<file path="src/rtl/fir_pkg.sv">
// Shared definitions for the FIR tap sequencer: default widths, FSM encoding
// and the tap-count clamp applied when a sample is accepted.
package fir_pkg;

    localparam int FIR_DATA_W   = 8;
    localparam int FIR_COEF_W   = 8;
    localparam int FIR_MAX_TAPS = 16;

    typedef enum logic [0:0] {
        SEQ_IDLE   = 1'b0,
        SEQ_STREAM = 1'b1
    } seq_state_e;

    // Zero taps would never raise m_last, so it is promoted to a single tap.
    function automatic int unsigned clamp_taps(input logic [7:0] n, input int unsigned max_taps);
        if (n == 8'd0) begin
            return 32'd1;
        end
        if ({24'd0, n} > max_taps) begin
            return max_taps;
        end
        return {24'd0, n};
    endfunction

endpackage

</file>
<file path="src/rtl/fir_coef_regfile.sv">
// Coefficient register file: one synchronous write port and one combinational
// read port. The caller gates the write strobe.
module fir_coef_regfile
    import fir_pkg::*;
#(
    parameter  int COEF_W   = FIR_COEF_W,
    parameter  int MAX_TAPS = FIR_MAX_TAPS,
    localparam int TAP_W    = $clog2(MAX_TAPS)
) (
    input  logic              clk,
    input  logic              reset,
    input  logic              we,
    input  logic [TAP_W-1:0]  waddr,
    input  logic [COEF_W-1:0] wdata,
    input  logic [TAP_W-1:0]  raddr,
    output logic [COEF_W-1:0] rdata
);

    logic [COEF_W-1:0] coef [MAX_TAPS];

    always_ff @(posedge clk or posedge reset) begin
        if (reset) begin
            for (int i = 0; i < MAX_TAPS; i++) begin
                coef[i] <= '0;
            end
        end else if (we) begin
            coef[waddr] <= wdata;
        end
    end

    assign rdata = coef[raddr];

endmodule

</file>
<file path="src/rtl/fir_tap_sequencer.sv">
// Feeds (sample, coefficient) pairs from a circular delay line to the FIR MAC.
// Define FIR_SEQ_FLUSH_EN to add the synchronous history flush input.
//
// state      | meaning
// SEQ_IDLE   | waiting for a sample; coefficient writes allowed
// SEQ_STREAM | presenting pairs k = 0 .. N_eff-1; config frozen
module fir_tap_sequencer
    import fir_pkg::*;
#(
    parameter  int DATA_W   = FIR_DATA_W,
    parameter  int COEF_W   = FIR_COEF_W,
    parameter  int MAX_TAPS = FIR_MAX_TAPS,
    localparam int TAP_W    = $clog2(MAX_TAPS)
) (
    input  logic              clk,
    input  logic              reset,
`ifdef FIR_SEQ_FLUSH_EN
    input  logic              flush,
`endif
    input  logic [7:0]        n_taps,
    input  logic              cfg_we,
    input  logic [TAP_W-1:0]  cfg_addr,
    input  logic [COEF_W-1:0] cfg_coeff,
    input  logic              s_valid,
    output logic              s_ready,
    input  logic [DATA_W-1:0] s_data,
    output logic              m_valid,
    input  logic              m_ready,
    output logic [DATA_W-1:0] m_data,
    output logic [COEF_W-1:0] m_coeff,
    output logic              m_first,
    output logic              m_last,
    output logic              busy
);

    localparam logic [0:0] ST_IDLE   = SEQ_IDLE;
    localparam logic [0:0] ST_STREAM = SEQ_STREAM;

    logic [0:0]        state;
    logic [DATA_W-1:0] delay [MAX_TAPS];
    logic [TAP_W-1:0]  wr_ptr;
    logic [TAP_W-1:0]  k;
    logic [TAP_W-1:0]  k_nxt;
    logic [TAP_W-1:0]  rd_ptr;
    logic [TAP_W:0]    n_eff;
    logic [TAP_W:0]    n_acc;
    logic              flush_i;
    logic              accept;
    logic              advance;
    logic              last_nxt;
    logic              coef_we;
    logic [TAP_W-1:0]  coef_raddr;
    logic [COEF_W-1:0] coef_rd;
    logic [COEF_W-1:0] coef_k0;

`ifdef FIR_SEQ_FLUSH_EN
    assign flush_i = flush;
`else
    assign flush_i = 1'b0;
`endif

    assign s_ready  = (state == ST_IDLE) && !reset;
    assign accept   = s_valid && s_ready && !flush_i;
    assign advance  = (state == ST_STREAM) && m_valid && m_ready && !flush_i;
    assign k_nxt    = k + 1'b1;
    assign rd_ptr   = wr_ptr - k_nxt;
    assign last_nxt = ({1'b0, k_nxt} == (n_eff - 1'b1));
    assign n_acc    = (TAP_W+1)'(clamp_taps(n_taps, MAX_TAPS));

    assign coef_we    = cfg_we && (state == ST_IDLE);
    assign coef_raddr = (state == ST_IDLE) ? '0 : k_nxt;
    // A write to h[0] in the accept cycle must already appear on the first pair.
    assign coef_k0    = (coef_we && (cfg_addr == '0)) ? cfg_coeff : coef_rd;

    fir_coef_regfile #(
        .COEF_W   (COEF_W),
        .MAX_TAPS (MAX_TAPS)
    ) u_coef (
        .clk   (clk),
        .reset (reset),
        .we    (coef_we),
        .waddr (cfg_addr),
        .wdata (cfg_coeff),
        .raddr (coef_raddr),
        .rdata (coef_rd)
    );

    always_ff @(posedge clk or posedge reset) begin
        if (reset) begin
            for (int i = 0; i < MAX_TAPS; i++) begin
                delay[i] <= '0;
            end
        end else if (flush_i) begin
            for (int i = 0; i < MAX_TAPS; i++) begin
                delay[i] <= '0;
            end
        end else if (accept) begin
            delay[wr_ptr] <= s_data;
        end
    end

    always_ff @(posedge clk or posedge reset) begin
        if (reset) begin
            state   <= ST_IDLE;
            wr_ptr  <= '0;
            k       <= '0;
            n_eff   <= '0;
            m_valid <= 1'b0;
            m_data  <= '0;
            m_coeff <= '0;
            m_first <= 1'b0;
            m_last  <= 1'b0;
            busy    <= 1'b0;
        end else if (flush_i) begin
            state   <= ST_IDLE;
            wr_ptr  <= '0;
            k       <= '0;
            m_valid <= 1'b0;
            m_data  <= '0;
            m_coeff <= '0;
            m_first <= 1'b0;
            m_last  <= 1'b0;
            busy    <= 1'b0;
        end else begin
            case (state)
                ST_IDLE: begin
                    if (accept) begin
                        state   <= ST_STREAM;
                        n_eff   <= n_acc;
                        k       <= '0;
                        m_valid <= 1'b1;
                        busy    <= 1'b1;
                        m_data  <= s_data;
                        m_coeff <= coef_k0;
                        m_first <= 1'b1;
                        m_last  <= (n_acc == (TAP_W+1)'(1));
                    end
                end
                ST_STREAM: begin
                    if (advance) begin
                        if (m_last) begin
                            state   <= ST_IDLE;
                            wr_ptr  <= wr_ptr + 1'b1;
                            k       <= '0;
                            m_valid <= 1'b0;
                            busy    <= 1'b0;
                            m_first <= 1'b0;
                            m_last  <= 1'b0;
                        end else begin
                            k       <= k_nxt;
                            m_data  <= delay[rd_ptr];
                            m_coeff <= coef_rd;
                            m_first <= 1'b0;
                            m_last  <= last_nxt;
                        end
                    end
                end
                default: state <= ST_IDLE;
            endcase
        end
    end

endmodule
</file>
<file path="config.mk">
export PLATFORM = sky130hd
export DESIGN_NAME = fir_tap_sequencer
export DESIGN_NICKNAME = d
export VERILOG_FILES = /design/src/rtl/fir_pkg.sv /design/src/rtl/fir_coef_regfile.sv /design/src/rtl/fir_tap_sequencer.sv
export SDC_FILE = /design/constraint.sdc
export NUM_CORES = 1
export LEC_CHECK = 0
export ABC_CLOCK_PERIOD_IN_PS = 12000
export CAP_MARGIN = 40
export CORE_MARGIN = 3
export CORE_UTILIZATION = 40
export DETAILED_ROUTE_END_ITERATION = 12
export HOLD_SLACK_MARGIN = 0.03
export PLACE_DENSITY = 0.64
export SLEW_MARGIN = 30
export SYNTH_ARGS = -nofsm -noshare
export SYNTH_HDL_FRONTEND = slang
export SYNTH_SLANG_ARGS = --single-unit
</file>
<file path="constraint.sdc">
create_clock -name clk -period 12 [get_ports clk]
set_input_delay 1.8 -clock clk [delete_from_list [all_inputs] [get_ports clk]]
set_output_delay 1.8 -clock clk [all_outputs]
set_load 0.05 [all_outputs]
</file>
# Word level (Yosys, flattened, before mapping)
# Cells that the tools add are included.
dict set report classes {
  add_sub_neg 4
  magnitude_cmp 7
  n_eq_ne 6
  n_mux 47
  bitwise_logic 5
  reduce_logical 16
}
# operator count
set op_table {}
lappend op_table {{$bwmux W128} 2}
lappend op_table {{$mux W8} 13}
lappend op_table {{$bmux W8 S4} 2}
lappend op_table {{$demux W8 S4} 2}
lappend op_table {{$pmux W8 S2} 2}
lappend op_table {{$ge A5 B5 Y1 const B} 4}
lappend op_table {{$not A4 Y5} 4}
lappend op_table {{$mux W4} 4}
lappend op_table {{$mux W5} 3}
lappend op_table {{$mux W1} 14}
lappend op_table {{$lt A5 B1 Y1 const B} 2}
lappend op_table {{$reduce_and A3 Y1} 3}
lappend op_table {{$add A4 B1 Y4 const B} 2}
lappend op_table {{$gt A8 B5 Y1 const B} 1}
lappend op_table {{$logic_and A1 B1 Y1} 8}
lappend op_table {{$logic_not A8 Y1} 1}
lappend op_table {{$pmux W1 S2} 4}
lappend op_table {{$pmux W4 S2} 1}
lappend op_table {{$ne A2 B2 Y1 const B} 3}
lappend op_table {{$eq A4 B5 Y1} 1}
lappend op_table {{$eq A5 B1 Y1 const B} 1}
lappend op_table {{$sub A5 B1 Y5 const B} 1}
lappend op_table {{$logic_not A4 Y1} 1}
lappend op_table {{$reduce_and A2 Y1} 2}
lappend op_table {{other kinds (4)} 4}
dict set report word_totals {
  register_bits 289
  wordCells 126
}

# Depth between registers and ports, before layout
dict set report logic_depth {
  word_depth 9
  ltp_mapped 13
  mapped_depth_nobuf 10
}

# Hierarchy
# From an unflattened synthesis, not the netlist that was laid out.
dict set report unflattened {
  cells_unflattened 921
  area_unflattened_um2 13827.0
}
# module instances cells_per_inst area_each_um2
set by_module_without_submodules {}
lappend by_module_without_submodules {fir_tap_sequencer 1 552 7873.8}
lappend by_module_without_submodules {fir_coef_regfile 1 369 5953.2}

# Worst setup path after synthesis
# OpenSTA, ideal clock, no wires.
dict set report synth_path {
  path_kind {input -> output}
  start {in reset}
  end {out s_ready}
  t_arrival_ns 2.493
  required_time_ns 10.200
  slack_ns 7.707
  cell_stages 1
  path_buffers 0
  cell_sequence {nor2_1}
}
dict set report synth_between {
  elab_chain_len 2
}
# item line_no
set synth_rtl {}
lappend synth_rtl {{from (decl)} fir_tap_sequencer.sv:16} ;# input logic reset,
lappend synth_rtl {{$logic_not A1 Y1 (no source line)} --}
lappend synth_rtl {{$logic_and A1 B1 Y1} fir_tap_sequencer.sv:62} ;# assign s_ready = (state == ST_IDLE) && !reset;
lappend synth_rtl {{to (decl)} fir_tap_sequencer.sv:25} ;# output logic s_ready,
# No other way between the ends.

# Final worst setup path
# Ends and elaborated chain as after synthesis.

==> reports/metrics.cfg <==
[outcome]
status=complete, no violations

[critical_path]
cp-start-kind=primary input
arrival_ps=3340
max_stage_delay_ps=840
cpMostUsedCell=clkdlybuf4s50_1
cp-end-kind=output pin
reg2reg_depth=8
crit_slowest_cell=clkdlybuf4s50_1
worstPathCellList=clkdlybuf4s50_1, nor2_1, clkdlybuf4s50_1
r2r_end=m_data[4]$_DFFE_PP0P_
path_max_fanout=3
critPathKind=primary input to output pin
timing.reg2reg.setup_slack_ps=8640
crit_required_ps=10200
r2r_start=k[0]$_DFFE_PP0P_

[grt]
grt_pass1_vias=8843
grt_pass1_wl_um=50000
antenna_found_initial=0
grt.overflow.total=0
grt_max_degree=167
grtUsageTotal=0.174

[logic_synthesis]
syn_avg_cell_area_um2=13.5
synthXorXnorAreaFrac=0.0102
yosysTopAreaCell=dfrtp_1
netlist.area_leader.share=0.537
async_reset_ff_frac=1.00
ys_ff_latch=289
ys.flop_type=dfrtp_1
synth_simple_gate_area_frac=0.0575
synth.distinct_cells=56
synth_top_family_by_area=multiplexers
synth-compound-area-share=0.0713
synth_area_leaders=dfrtp_1, mux2_1, mux4_2
yosysWarnings=0
synth_edf_count=0
syn_area_mm2=0.0135
synth_most_common_cell=dfrtp_1
muxShareOfSynthArea=0.292
syn_nets=1038
synth_common_cells=dfrtp_1, mux2_1, mux2_2
synthCells=995
ys_seq_area_frac=0.537
yosys.area_share.adder=0.00984

[power_and_ir_drop]
p_per_area_mw_per_mm2=265
p_sw_mw=1.45
seq_power_share=0.375
power.share.combinational=0.408
power_leakage_nw=7.00
internal_power_mw=2.64
ir_drop_uv=205
clockPowerShare=0.217
swShare=0.354

[hold_path]
hp-class=flip-flop to flip-flop
hold_depth=1
holdPathEnd=u_coef.coef[9]$_DFFE_PP0P_
min-delay-start=u_coef.coef[9]$_DFFE_PP0P_

[sta]
finClkSkew_ps=7.18
fin_setup_tns_ps=0
min_period_over_period=0.429
slew_violations=0
hold_viol=0
setup_viol=0
fmax_mhz=194
rsz0062_at_grt=no
postLayoutSetupSlackWorst_ps=6860
finalCriticalPeriod_ps=5140
relSlewSlack=0.468
worst_pin_slew_ps=794

[die]
coreArea_mm2=0.0329
die_x_um=190
chipHeight_um=190
row_count=66
initial_utilization=0.410
fp.dieArea_mm2=0.0359
pin_count=54

[clock_network]
cts_tree=yes
ctsResizeCount=0
cts-buffers-inserted=31
post_cts_buffers=0
clk_pin_slew_ps=50
cts_root_buffer=clkbuf_16
cts-htree-levels=1
clk_latency_ps=550
cts.sinks=289
cts_buffer_depth=3
hold_buffers=0

[finish]
area_growth_syn_to_layout_pct=14.4
fill_cells=3008
drive_above_1_share=0.162
final_nets=1079
stdcell_count=1493
n_antenna_cell=0
fin_area_mm2=0.0154
utilization=0.469

[placed_design]
pre_cts_slack_ps=6850
post-dp-hpwl_um=19400
gp_congestion=0.755
placed_cells=1442
port_buffers=53
dpl_cell_area_mm2=0.0145

[drt]
num_vias=8358
drt_iter0_drc=470
drc=0
drt_pass1_iterations=5
routedWlPerCell_um=20.4
drt_wl_total_um=30400
ant_nets=0
via_per_inst=5.60

[job]
maxCapViolCount=0

[worst max-delay path: cells and delay by family]
| kind | cells | cell delay, ps |
|---|---|---|
| buffers and inverters | 2 | 1350 |
| and+or+nand+nor | 1 | 190 |
[sequential cells by signal, indices dropped and copies added (netlist names)]
name         cells
u_coef.coef    128
delay          128
busy             1
m_last           1
m_coeff          8
n_eff            5
m_data           8
m_first          1
wr_ptr           4
k                4
state            1
[metrics by stage]
stage / power, mW / hold WS, ps
final: 4.09 / 478
after global routing: 4.36 / 491
after CTS: 4.14 / 482
after detailed placement: 3.23 / 469
after global placement: 3.18 / 458
after floorplan: 2.80 / 445
[cells in the final DEF, fill, tap and decap left out, types with 12 or more instances in the layout]
| master | n |
|---|---|
| dfrtp_1 | 289 |
| mux2_1 | 187 |
| mux2_2 | 60 |
| nand2_1 | 54 |
| clkdlybuf4s50_1 | 53 |
| mux4_2 | 43 |
| clkbuf_16 | 31 |
| o21ai_0 | 30 |
| nor2_1 | 29 |
| o21ai_1 | 29 |
| mux2i_1 | 18 |
| nor2b_1 | 17 |
| nand3_1 | 17 |
| o22ai_1 | 14 |
| or3_1 | 13 |
| o22a_1 | 13 |
| o32ai_1 | 12 |
[cell type report]
type | instances | area, µm² | area share
timing repair buffer | 69 | 711 | 0.0461
clock buffer | 42 | 837 | 0.0543
inverter | 11 | 48.8 | 0.00317
clock inverter | 6 | 80.1 | 0.00519
multi-input combinational | 634 | 5960 | 0.386
tap | 442 | 553 | 0.0359
sequential | 289 | 7230 | 0.469
[power by group through the flow]
stage               sequential, mW  combinational (mW)  clock [mW]
floorplan                     1.58                1.21           0
global placement              1.53                1.66           0
detailed placement            1.54                1.69           0
CTS                           1.53                1.69       0.915
global route                  1.57                1.83       0.957
finish                        1.53                1.67       0.888
[worst max-delay path by stage]
| stage | start | endpoint | slack (ps) | cells after the start |
|---|---|---|---|---|
| final | reset | s_ready | 6860 | 3 |
| after global routing | reset | s_ready | 6780 | 3 |
| after CTS | reset | s_ready | 6860 | 3 |
| after global placement | reset | s_ready | 6860 | 3 |
| after floorplan | reset | busy$_DFFE_PP0P_ | 2220 | 1 |
| after detailed placement | reset | s_ready | 6850 | 3 |
[cells by family (layout without fill, tap and decap cells)]
kind of cell    count (synthesis)  count (layout)
xor+xnor                       12              12
fa+ha+maj                      10              10
compound gates                145             145
mux                           308             308
simple gates                  159             159
flops                         289             289
buf+inv                        72             128
[metal layers]
metal | GRT usage | vias to the layer above | routed length [µm]
li1 | - | 3768 | -
met1 | 0.236 | 4362 | 13500
met2 | 0.298 | 173 | 15100
met3 | 0.0228 | 55 | 1150
met4 | 0.0392 | 0 | 670
met5 | 0 | - | 0
(Power assumes the default switching activity.)
